$ cat src/rtl/mem_stage_if.sv
// Instruction record shared by execute and memory stages, plus the bundle of
// handshake/bus signals around the memory stage.
package ProcTypes;
    typedef enum logic [3:0] {
        OP, OPIMM, BRANCH, LUI, JAL, JALR, LOAD, STORE, AUIPC, Unsupported
    } IType;

    typedef enum logic [2:0] {
        Lw, Lh, Lhu, Lb, Lbu, Sw, Sh, Sb
    } MemFunc;

    typedef struct packed {
        IType        iType;
        MemFunc      memFunc;
        logic [4:0]  dst;
        logic [31:0] data;
        logic [31:0] addr;
        logic [31:0] nextPc;
    } ExecInst;
endpackage

// master: the memory stage itself; slave: its surroundings (execute, dmem, writeback)
interface mem_stage_if;
    import ProcTypes::*;

    logic        in_valid;
    logic        in_ready;
    ExecInst     in_inst;
    logic        mem_req_valid;
    logic        mem_req_ready;
    logic [31:0] mem_addr;
    logic        mem_we;
    logic [3:0]  mem_wstrb;
    logic [31:0] mem_wdata;
    logic        mem_resp_valid;
    logic [31:0] mem_rdata;
    logic        wb_valid;
    logic        wb_ready;
    logic        wb_en;
    logic [4:0]  wb_dst;
    logic [31:0] wb_data;
    logic        fault;

    modport master (
        input  in_valid, in_inst, mem_req_ready, mem_resp_valid, mem_rdata, wb_ready,
        output in_ready, mem_req_valid, mem_addr, mem_we, mem_wstrb, mem_wdata,
               wb_valid, wb_en, wb_dst, wb_data, fault
    );

    modport slave (
        output in_valid, in_inst, mem_req_ready, mem_resp_valid, mem_rdata, wb_ready,
        input  in_ready, mem_req_valid, mem_addr, mem_we, mem_wstrb, mem_wdata,
               wb_valid, wb_en, wb_dst, wb_data, fault
    );
endinterface

$ cat src/rtl/mem_stage.sv
// Memory-access stage: one instruction in flight, loads/stores through a
// valid/ready data port, every instruction forwarded to writeback.
module mem_stage
    import ProcTypes::*;
#(
    parameter logic [15:0] TIMEOUT = 16'd255
) (
    input logic         clk_in,
    input logic         rst_in,
    mem_stage_if.master bus
);

    typedef enum logic [1:0] {S_IDLE, S_REQ, S_WAIT, S_WB} state_t;

    state_t      r_state;
    state_t      w_next;
    IType        r_itype;
    MemFunc      r_func;
    logic [1:0]  r_lane;
    logic [15:0] r_cnt;
    logic [31:0] r_mem_addr;
    logic        r_mem_we;
    logic [3:0]  r_mem_wstrb;
    logic [31:0] r_mem_wdata;
    logic        r_wb_en;
    logic [4:0]  r_wb_dst;
    logic [31:0] r_wb_data;
    logic        r_fault;

    logic        w_accept;
    logic        w_is_mem;
    logic        w_misaligned;
    logic        w_nonmem_en;
    logic [3:0]  w_wstrb;
    logic [31:0] w_wdata;
    logic [31:0] w_shift;
    logic [15:0] w_half;
    logic [31:0] w_load_val;
    logic [15:0] w_cnt_inc;
    logic        w_timeout;
    logic        w_unused_nextpc;

    assign w_accept  = (r_state == S_IDLE) && bus.in_valid;
    assign w_is_mem  = (bus.in_inst.iType == LOAD) || (bus.in_inst.iType == STORE);
    assign w_cnt_inc = r_cnt + 16'd1;
    assign w_timeout = (TIMEOUT != '0) && (w_cnt_inc == TIMEOUT);
    assign w_unused_nextpc = ^bus.in_inst.nextPc;

    // Alignment check and writeback enable for the incoming instruction
    always_comb begin
        w_misaligned = 1'b0;
        w_nonmem_en  = 1'b0;
        case (bus.in_inst.memFunc)
            Lw, Sw:      w_misaligned = (bus.in_inst.addr[1:0] != 2'b00);
            Lh, Lhu, Sh: w_misaligned = bus.in_inst.addr[0];
            default:     w_misaligned = 1'b0;
        endcase
        case (bus.in_inst.iType)
            BRANCH, STORE, Unsupported: w_nonmem_en = 1'b0;
            default:                    w_nonmem_en = (bus.in_inst.dst != 5'd0);
        endcase
    end

    // Store byte enables and lane-replicated write data
    always_comb begin
        w_wstrb = '0;
        w_wdata = '0;
        if (bus.in_inst.iType == STORE) begin
            case (bus.in_inst.memFunc)
                Sb: begin
                    w_wstrb = 4'b0001 << bus.in_inst.addr[1:0];
                    w_wdata = {4{bus.in_inst.data[7:0]}};
                end
                Sh: begin
                    w_wstrb = 4'b0011 << bus.in_inst.addr[1:0];
                    w_wdata = {2{bus.in_inst.data[15:0]}};
                end
                default: begin
                    w_wstrb = 4'b1111;
                    w_wdata = bus.in_inst.data;
                end
            endcase
        end
    end

    // Load lane extraction with sign/zero extension
    always_comb begin
        w_shift    = bus.mem_rdata >> {r_lane, 3'b000};
        w_half     = r_lane[1] ? bus.mem_rdata[31:16] : bus.mem_rdata[15:0];
        w_load_val = bus.mem_rdata;
        case (r_func)
            Lb:      w_load_val = {{24{w_shift[7]}}, w_shift[7:0]};
            Lbu:     w_load_val = {24'd0, w_shift[7:0]};
            Lh:      w_load_val = {{16{w_half[15]}}, w_half};
            Lhu:     w_load_val = {16'd0, w_half};
            default: w_load_val = bus.mem_rdata;
        endcase
    end

    // State register
    always_ff @(posedge clk_in) begin
        if (rst_in) r_state <= S_IDLE;
        else        r_state <= w_next;
    end

    // Next-state logic
    always_comb begin
        w_next = r_state;
        case (r_state)
            S_IDLE: if (bus.in_valid) w_next = (w_is_mem && !w_misaligned) ? S_REQ : S_WB;
            S_REQ:  if (bus.mem_req_ready) w_next = (r_itype == STORE) ? S_WB : S_WAIT;
            S_WAIT: if (bus.mem_resp_valid || w_timeout) w_next = S_WB;
            S_WB:   if (bus.wb_ready) w_next = S_IDLE;
            default: w_next = S_IDLE;
        endcase
    end

    // Datapath: latch instruction on accept, capture load result or timeout in WAIT
    always_ff @(posedge clk_in) begin
        if (rst_in) begin
            r_itype     <= OP;
            r_func      <= Lw;
            r_lane      <= '0;
            r_cnt       <= '0;
            r_mem_addr  <= '0;
            r_mem_we    <= 1'b0;
            r_mem_wstrb <= '0;
            r_mem_wdata <= '0;
            r_wb_en     <= 1'b0;
            r_wb_dst    <= '0;
            r_wb_data   <= '0;
            r_fault     <= 1'b0;
        end else begin
            r_fault <= 1'b0;
            if (w_accept) begin
                r_itype     <= bus.in_inst.iType;
                r_func      <= bus.in_inst.memFunc;
                r_lane      <= bus.in_inst.addr[1:0];
                r_cnt       <= '0;
                r_mem_addr  <= {bus.in_inst.addr[31:2], 2'b00};
                r_mem_we    <= (bus.in_inst.iType == STORE);
                r_mem_wstrb <= w_wstrb;
                r_mem_wdata <= w_wdata;
                r_wb_dst    <= bus.in_inst.dst;
                if (w_is_mem && w_misaligned) begin
                    r_wb_en   <= 1'b0;
                    r_wb_data <= '0;
                    r_fault   <= 1'b1;
                end else begin
                    r_wb_en   <= w_is_mem ? 1'b0 : w_nonmem_en;
                    r_wb_data <= bus.in_inst.data;
                end
            end
            if (r_state == S_WAIT) begin
                if (bus.mem_resp_valid) begin
                    r_wb_data <= w_load_val;
                    r_wb_en   <= (r_wb_dst != 5'd0);
                end else if (w_timeout) begin
                    r_wb_data <= '0;
                    r_wb_en   <= 1'b0;
                    r_fault   <= 1'b1;
                end else begin
                    r_cnt <= w_cnt_inc;
                end
            end
        end
    end

    assign bus.in_ready      = (r_state == S_IDLE);
    assign bus.mem_req_valid = (r_state == S_REQ);
    assign bus.wb_valid      = (r_state == S_WB);
    assign bus.mem_addr      = r_mem_addr;
    assign bus.mem_we        = r_mem_we;
    assign bus.mem_wstrb     = r_mem_wstrb;
    assign bus.mem_wdata     = r_mem_wdata;
    assign bus.wb_en         = r_wb_en;
    assign bus.wb_dst        = r_wb_dst;
    assign bus.wb_data       = r_wb_data;
    assign bus.fault         = r_fault;

endmodule

$ cat src/flat_wrapper.sv
// flat-port wrapper written by rule: the top's interface ports become plain ports
module mem_stage_flat import ProcTypes::*;
#(
    parameter logic [15:0] TIMEOUT = 16'd255
)
  (clk_in, rst_in, bus_in_valid, bus_in_inst, bus_mem_req_ready, bus_mem_resp_valid, bus_mem_rdata, bus_wb_ready, bus_in_ready, bus_mem_req_valid, bus_mem_addr, bus_mem_we, bus_mem_wstrb, bus_mem_wdata, bus_wb_valid, bus_wb_en, bus_wb_dst, bus_wb_data, bus_fault);
  mem_stage_if bus_i ();
  input logic clk_in;
  input logic rst_in;
  input wire logic [$bits(bus_i.in_valid)-1:0] bus_in_valid;
  input wire logic [$bits(bus_i.in_inst)-1:0] bus_in_inst;
  input wire logic [$bits(bus_i.mem_req_ready)-1:0] bus_mem_req_ready;
  input wire logic [$bits(bus_i.mem_resp_valid)-1:0] bus_mem_resp_valid;
  input wire logic [$bits(bus_i.mem_rdata)-1:0] bus_mem_rdata;
  input wire logic [$bits(bus_i.wb_ready)-1:0] bus_wb_ready;
  output wire logic [$bits(bus_i.in_ready)-1:0] bus_in_ready;
  output wire logic [$bits(bus_i.mem_req_valid)-1:0] bus_mem_req_valid;
  output wire logic [$bits(bus_i.mem_addr)-1:0] bus_mem_addr;
  output wire logic [$bits(bus_i.mem_we)-1:0] bus_mem_we;
  output wire logic [$bits(bus_i.mem_wstrb)-1:0] bus_mem_wstrb;
  output wire logic [$bits(bus_i.mem_wdata)-1:0] bus_mem_wdata;
  output wire logic [$bits(bus_i.wb_valid)-1:0] bus_wb_valid;
  output wire logic [$bits(bus_i.wb_en)-1:0] bus_wb_en;
  output wire logic [$bits(bus_i.wb_dst)-1:0] bus_wb_dst;
  output wire logic [$bits(bus_i.wb_data)-1:0] bus_wb_data;
  output wire logic [$bits(bus_i.fault)-1:0] bus_fault;
  assign bus_i.in_valid = bus_in_valid;
  assign bus_i.in_inst = bus_in_inst;
  assign bus_i.mem_req_ready = bus_mem_req_ready;
  assign bus_i.mem_resp_valid = bus_mem_resp_valid;
  assign bus_i.mem_rdata = bus_mem_rdata;
  assign bus_i.wb_ready = bus_wb_ready;
  assign bus_in_ready = bus_i.in_ready;
  assign bus_mem_req_valid = bus_i.mem_req_valid;
  assign bus_mem_addr = bus_i.mem_addr;
  assign bus_mem_we = bus_i.mem_we;
  assign bus_mem_wstrb = bus_i.mem_wstrb;
  assign bus_mem_wdata = bus_i.mem_wdata;
  assign bus_wb_valid = bus_i.wb_valid;
  assign bus_wb_en = bus_i.wb_en;
  assign bus_wb_dst = bus_i.wb_dst;
  assign bus_wb_data = bus_i.wb_data;
  assign bus_fault = bus_i.fault;
  mem_stage #(.TIMEOUT(TIMEOUT)) u_core (.clk_in(clk_in), .rst_in(rst_in), .bus(bus_i));
endmodule
$ cat config.mk
export PLATFORM = sky130hd
export DESIGN_NAME = mem_stage_flat
export DESIGN_NICKNAME = d
export VERILOG_FILES = /design/src/rtl/mem_stage_if.sv /design/src/rtl/mem_stage.sv /design/src/flat_wrapper.sv
export SDC_FILE = /design/constraint.sdc
export NUM_CORES = 1
export LEC_CHECK = 0
export CORE_ASPECT_RATIO = 1.25
export CORE_MARGIN = 2
export CORE_UTILIZATION = 50
export DETAILED_ROUTE_END_ITERATION = 8
export DONT_BUFFER_PORTS = 1
export SLEW_MARGIN = 15
export SYNTH_ARGS = -nofsm -noshare
export SYNTH_HDL_FRONTEND = slang
export SYNTH_SLANG_ARGS = --single-unit
$ cat constraint.sdc
create_clock -name clk_in -period 6.4 [get_ports clk_in]
set_clock_uncertainty 0.05 [all_clocks]
set_input_delay 0.96 -clock clk_in [delete_from_list [all_inputs] [get_ports clk_in]]
set_output_delay 0.96 -clock clk_in [all_outputs]
set_load 0.05 [all_outputs]
Yosys cells after proc, flatten, opt, wreduce, memory -nomap -nowiden
Cells that the tools add are included.
{"block": "word_totals", "reg_bits": 133, "latch_bits": 0, "ram_bits": 0, "romBits": 0, "word_cells": 89, "n_memories": 0}
{"block": "op_classes", "addsub": 1, "mul": 0, "div_mod_pow": 0, "order_cmp": 0, "eq_ne": 22, "shifts": 3, "muxes": 35, "bitwise": 0, "reduce_logical": 15}
{"op": "$mux 32", "n": 6}
{"op": "$pmux 32 s4", "n": 1}
{"op": "$mux 16", "n": 5}
{"op": "$pmux 32 s2", "n": 1}
{"op": "$shr 32x5->8", "n": 1}
{"op": "$add 16x1->16 const B", "n": 1}
{"op": "$eq 16x8->1 const B", "n": 1}
{"op": "$mux 1", "n": 13}
{"op": "$eq 3x3->1 const B", "n": 4}
{"op": "$eq 4x3->1 const B", "n": 3}
{"op": "$mux 2", "n": 5}
{"op": "$reduce_bool 5->1", "n": 2}
{"op": "$eq 3x2->1 const B", "n": 3}
{"op": "$pmux 2 s4", "n": 1}
{"op": "$pmux 4 s2", "n": 1}
{"op": "$eq 3x1->1 const B", "n": 2}
{"op": "$ne 2x2->1 const B", "n": 3}
{"op": "$reduce_or 3->1", "n": 2}
{"op": "$eq 2x2->1 const B", "n": 2}
{"op": "$eq 4x2->1 const B", "n": 1}
{"op": "$eq 4x4->1 const B", "n": 1}
{"op": "$mux 4", "n": 1}
{"op": "$reduce_and 4->1", "n": 1}
{"op": "$shl 1x2->4 const A", "n": 1}
{"op": "other kinds (11)", "n": 14}

Depth between registers and ports, before layout
{"block": "logic_depth", "ltp_word": 9, "depth_mapped": 10, "depth_no_buf": 8}

Worst setup path after synthesis
No wires, ideal clock.
{"block": "synth_timing", "path_kind": "input to register", "from": "input port bus_mem_rdata[7]", "to": "register u_core.r_wb_data[21] (netlist: u_core.bus.wb_data[21])", "setup_ns": 0.076, "arrival_ns": 2.400, "required_ns": 6.274, "slack_ns": 3.874, "stages": 8, "n_path_buf": 1, "cell_sequence": "nor2b_1 > a211oi_1 > a21oi_1 > a21oi_1 > nor3b_1 > clkbuf_1 > a21oi_1 > o22ai_1"}
{"block": "synth_between", "elab_chain_len": 4}
{"element": "start, declared", "line": "flat_wrapper.sv:14", "source": "input wire logic [$bits(bus_i.mem_rdata)-1:0] bus_mem_rdata;"}
{"element": "$shr 32x5->8", "line": "mem_stage.sv:88", "source": "w_shift = bus.mem_rdata >> {r_lane, 3'b000};"}
{"element": "$pmux 32 s4", "line": "mem_stage.sv:91", "source": "case (r_func)"}
{"element": "$mux 32", "line": "mem_stage.sv:155", "source": "if (bus.mem_resp_valid) begin"}
{"element": "$mux 32", "line": "mem_stage.sv:154", "source": "if (r_state == S_WAIT) begin"}
{"element": "end signal, assigned", "line": "mem_stage.sv:151", "source": "r_wb_data <= bus.in_inst.data;"}
{"element": "end signal, assigned", "line": "mem_stage.sv:156", "source": "r_wb_data <= w_load_val;"}
{"element": "end, declared", "line": "mem_stage.sv:27", "source": "logic [31:0] r_wb_data;"}
Every way passes these cells.
A chain may end at the register's enable or synchronous reset.

Worst setup path after layout
{"block": "layout_timing", "from": "register u_core.r_state[0]", "to": "register u_core.r_wb_en (netlist: u_core.bus.wb_en)"}
{"block": "layout_between", "elab_chain_len": 6, "word_cells_on_any_way": 7, "classes_between": "1 x eq/ne; 4 x mux; 2 x reduce/logical"}
{"element": "start, declared", "line": "mem_stage.sv:15", "source": "state_t r_state;"}
{"element": "start signal, assigned", "line": "mem_stage.sv:103", "source": "else r_state <= w_next;"}
{"element": "$logic_not 2->1 *"}
{"element": "net bus_in_ready", "line": "flat_wrapper.sv:16", "source": "output wire logic [$bits(bus_i.in_ready)-1:0] bus_in_ready;"}
{"element": "$logic_and 1x1->1 *", "line": "mem_stage.sv:43", "source": "assign w_accept = (r_state == S_IDLE) && bus.in_valid;"}
{"element": "$mux 1 *", "line": "mem_stage.sv:135", "source": "if (w_accept) begin"}
{"element": "$mux 1", "line": "mem_stage.sv:158", "source": "end else if (w_timeout) begin"}
{"element": "$mux 1", "line": "mem_stage.sv:155"}
{"element": "$mux 1 *", "line": "mem_stage.sv:154"}
{"element": "end signal, assigned", "line": "mem_stage.sv:150", "source": "r_wb_en <= w_is_mem ? 1'b0 : w_nonmem_en;"}
{"element": "end signal, assigned", "line": "mem_stage.sv:157", "source": "r_wb_en <= (r_wb_dst != 5'd0);"}
{"element": "end, declared", "line": "mem_stage.sv:25", "source": "logic r_wb_en;"}
Mark *: on every way through the listed nets, which the timed path passes. The rest lies on a longest branch.

==> run metrics <==
post-route ant nets 0; Clock Root Buffer clkbuf_16; Worst Hold Class flip-flop to flip-flop; share of the synthesized area in the top cell type 0.403; Avg Cell Area, Syn 7.83 um2; Unique masters post-synth 59; area grow syn2layout 9.19%; Worst R2R Path Depth 7; Die Y 132 um; P per Cell Area 428 nW/um2; Vias per Instance approximately 6; Pleak between 2 and 3 nW; Antenna diodes 0; H-tree depth 4; RSZ-0062 raised after global routing false; drt first pass iters 5; Clock Tree Buf Depth 2; top cells by area, synth dfxtp_1 40%, a21oi_1 8.9%, nand2_1 8.6%, mux2i_1 6.7%, nor2_1 4.2%; Fin. Hold Viols 0; Synth area leader dfxtp_1; Resized Gates After CTS 0; Yosys reg bits 133; Starting Density 0.517; first-pass GRT wire length 31000 um; r2r startpoint u_core.r_state[0]; Die Area 14100 um2; FF-to-FF setup slack around 3.4 ns; Max-cap violations 0; TritonCTS buffer count 17; num rows 46; post-synthesis cell count 843; Post-CTS Hold Buffers 0; grt ovf 0; core area 12800 um2; vias in the first global route 5910; DR WL/cell a little over 20 um; NumNets Final 958; relative slew slack 0.367; required time of the critical path 6.70 ns; post-layout min period a little over 3 ns; Tightest Pin Transition 0.947 ns; Ports 257; Post-synth EDFFs 0; async set-or-reset flop fraction in the synthesized netlist 0; Critical Path Fanout Max between 60 and 70; setup tns final 0 ns; peak supply drop around 0.00027 V; DR DRC count 0; detailed placement HPWL 14800 um; Filler cells 1210; Worst Setup End Kind flip-flop; initial antenna violation count 0; Synth Flop Type dfxtp_1; largest net degree at the start of global routing 96; CTS tree built; post-synthesis sequential area ratio 0.403; Arr. time, crit path approximately 3.3 ns; die span in x roughly 110 um; fmax ~330 MHz; Post-CTS Setup Inserts 0; Hold Slack 0.405 ns; Max Slew Vio Count 0; port bufs 0; Via Count 6104; worst hold path depth 2; clock latency on the worst-skew pair 0.42 ns; Hold Crit Start u_core.r_itype[1]; Worst setup SP type flip-flop; reg2reg end u_core.bus.wb_en; most common cell in the netlist nand2_1; status finished clean; Final period util 0.474; ratio of cells with drive above 1 in the final layout 0.0684; final setup fails 0; clk slew on worst S/H paths 0.06 ns; Routed WL around 20000 um; clock sinks roughly 130; Post-synth top cells 152 x nand2_1, 133 x dfxtp_1, 117 x a21oi_1; GPL Wtd Cong a little under 0.9; worst hold endpoint u_core.r_itype[1]; crit path kind flip-flop to flip-flop; synthesized cell area ~6600 um2; GRT Util Overall 0.279; Synth Warn # 0; drt initial violations 397
## power breakdown
part | switching [W] | internal (W) | leakage (nW)
clock | 0.000407 | 0.000627 | 0.298
sequential | 0.000434 | 0.000942 | 1.08
combinational | 0.000433 | 0.000239 | 1.29
## how the worst max path moves through the flow
| stage | start | to | slack [ns] | cells past startpoint |
|---|---|---|---|---|
| after detailed placement | u_core.r_state[0] | u_core.bus.wb_en | 3.36 | 7 |
| after CTS | u_core.r_state[0] | u_core.bus.wb_en | 3.35 | 7 |
| after global placement | u_core.r_state[0] | u_core.bus.wb_en | 3.43 | 7 |
| final | u_core.r_state[0] | u_core.bus.wb_en | 3.37 | 7 |
| after global routing | u_core.r_state[0] | u_core.bus.wb_en | 3.04 | 7 |
| after floorplan | bus_mem_rdata[7] | u_core.bus.wb_data[21] | 3.87 | 8 |
## layer usage
metal / vias up / global-route usage / routed length [um]
met4: 0 / 0.126 / 765
met1: 2904 / 0.284 / 7120
li1: 2933 / - / -
met2: 225 / 0.483 / 10100
met5: - / 0 / 0
met3: 42 / 0.129 / 2140
## cell families after synthesis
group / count (synthesis) / share of synthesized area
AOI/OAI and AO/OA: 262 / 0.243
xor gates and xnor gates: 6 / 0.00796
adders and majority gates: 6 / 0.0114
buffers and inverters: 83 / 0.0553
DFF: 133 / 0.403
muxes: 46 / 0.0701
other: 1 / 0.000568
and+or+nand+nor: 306 / 0.208
## final cells by class
class | instances | area, um2 | area share
Multi-Input combinational cell | 628 | 3590 | 0.498
Sequential cell | 133 | 2660 | 0.369
Clock buffer | 18 | 429 | 0.0595
Tap cell | 168 | 210 | 0.0292
Clock inverter | 14 | 191 | 0.0266
Inverter | 19 | 71.3 | 0.00989
Timing Repair Buffer | 7 | 52.6 | 0.00729
## registers in the layout (all words and copies together), names as in the netlist, 3 cells and up
signal,cells
u_core.bus.mem_wstrb,4
u_core.r_cnt,16
u_core.bus.mem_addr,30
u_core.bus.mem_wdata,32
u_core.r_func,3
u_core.r_itype,4
u_core.bus.wb_dst,5
u_core.bus.wb_data,32
## worst max-delay path: stages (launching register included)
cell     delay [ns]
dfxtp_1        0.34
inv_1          0.13
ha_1           0.66
nand2_4        0.55
buf_4          0.56
nor4_1         0.41
a21oi_1        0.07
o21ai_0        0.16
## layout by cell type, fill, tap and decap left out, types with 2 or more instances in the layout
cell type / synthesis / layout
a211oi_1: 4 / 4
a21oi_1: 117 / 117
a221oi_1: 8 / 8
a22oi_1: 18 / 18
a311oi_1: 2 / 2
a31oi_1: 10 / 10
and2_1: 2 / 2
and3_1: 9 / 9
buf_4: 5 / 7
bufinv_16: 0 / 3
clkbuf_16: 0 / 17
clkinvlp_4: 0 / 2
conb_1: 1 / 2
dfxtp_1: 133 / 133
ha_1: 6 / 6
inv_1: 19 / 19
inv_6: 0 / 5
inv_8: 0 / 3
mux2_2: 2 / 2
mux2i_1: 44 / 44
nand2_1: 152 / 151
nand2b_1: 4 / 4
nand3_1: 20 / 20
nand4_1: 8 / 8
nor2_1: 73 / 73
nor2b_1: 12 / 12
nor3_1: 3 / 3
nor3b_1: 4 / 4
nor4_1: 3 / 2
o211ai_1: 11 / 11
o21ai_0: 30 / 30
o21ai_1: 2 / 2
o221ai_1: 8 / 8
o22ai_1: 40 / 40
o31ai_1: 2 / 2
or4_1: 4 / 4
xnor2_1: 5 / 5
## metrics by stage
step | total power [W] | std cells | setup slack (ns) | cell area, um2 | utilization
floorplan | 0.00193 | 844 | 3.87 | 6610 | -
global placement | 0.00204 | 955 | 3.43 | 6590 | 0.516
detailed placement | 0.00207 | 955 | 3.36 | 6590 | 0.516
CTS | 0.00309 | 987 | 3.35 | 7210 | 0.564
global route | 0.00322 | 987 | 3.04 | 7210 | 0.564
finish | 0.00308 | 987 | 3.37 | 7210 | 0.564
Note: power is estimated with default switching activity, not from simulation.
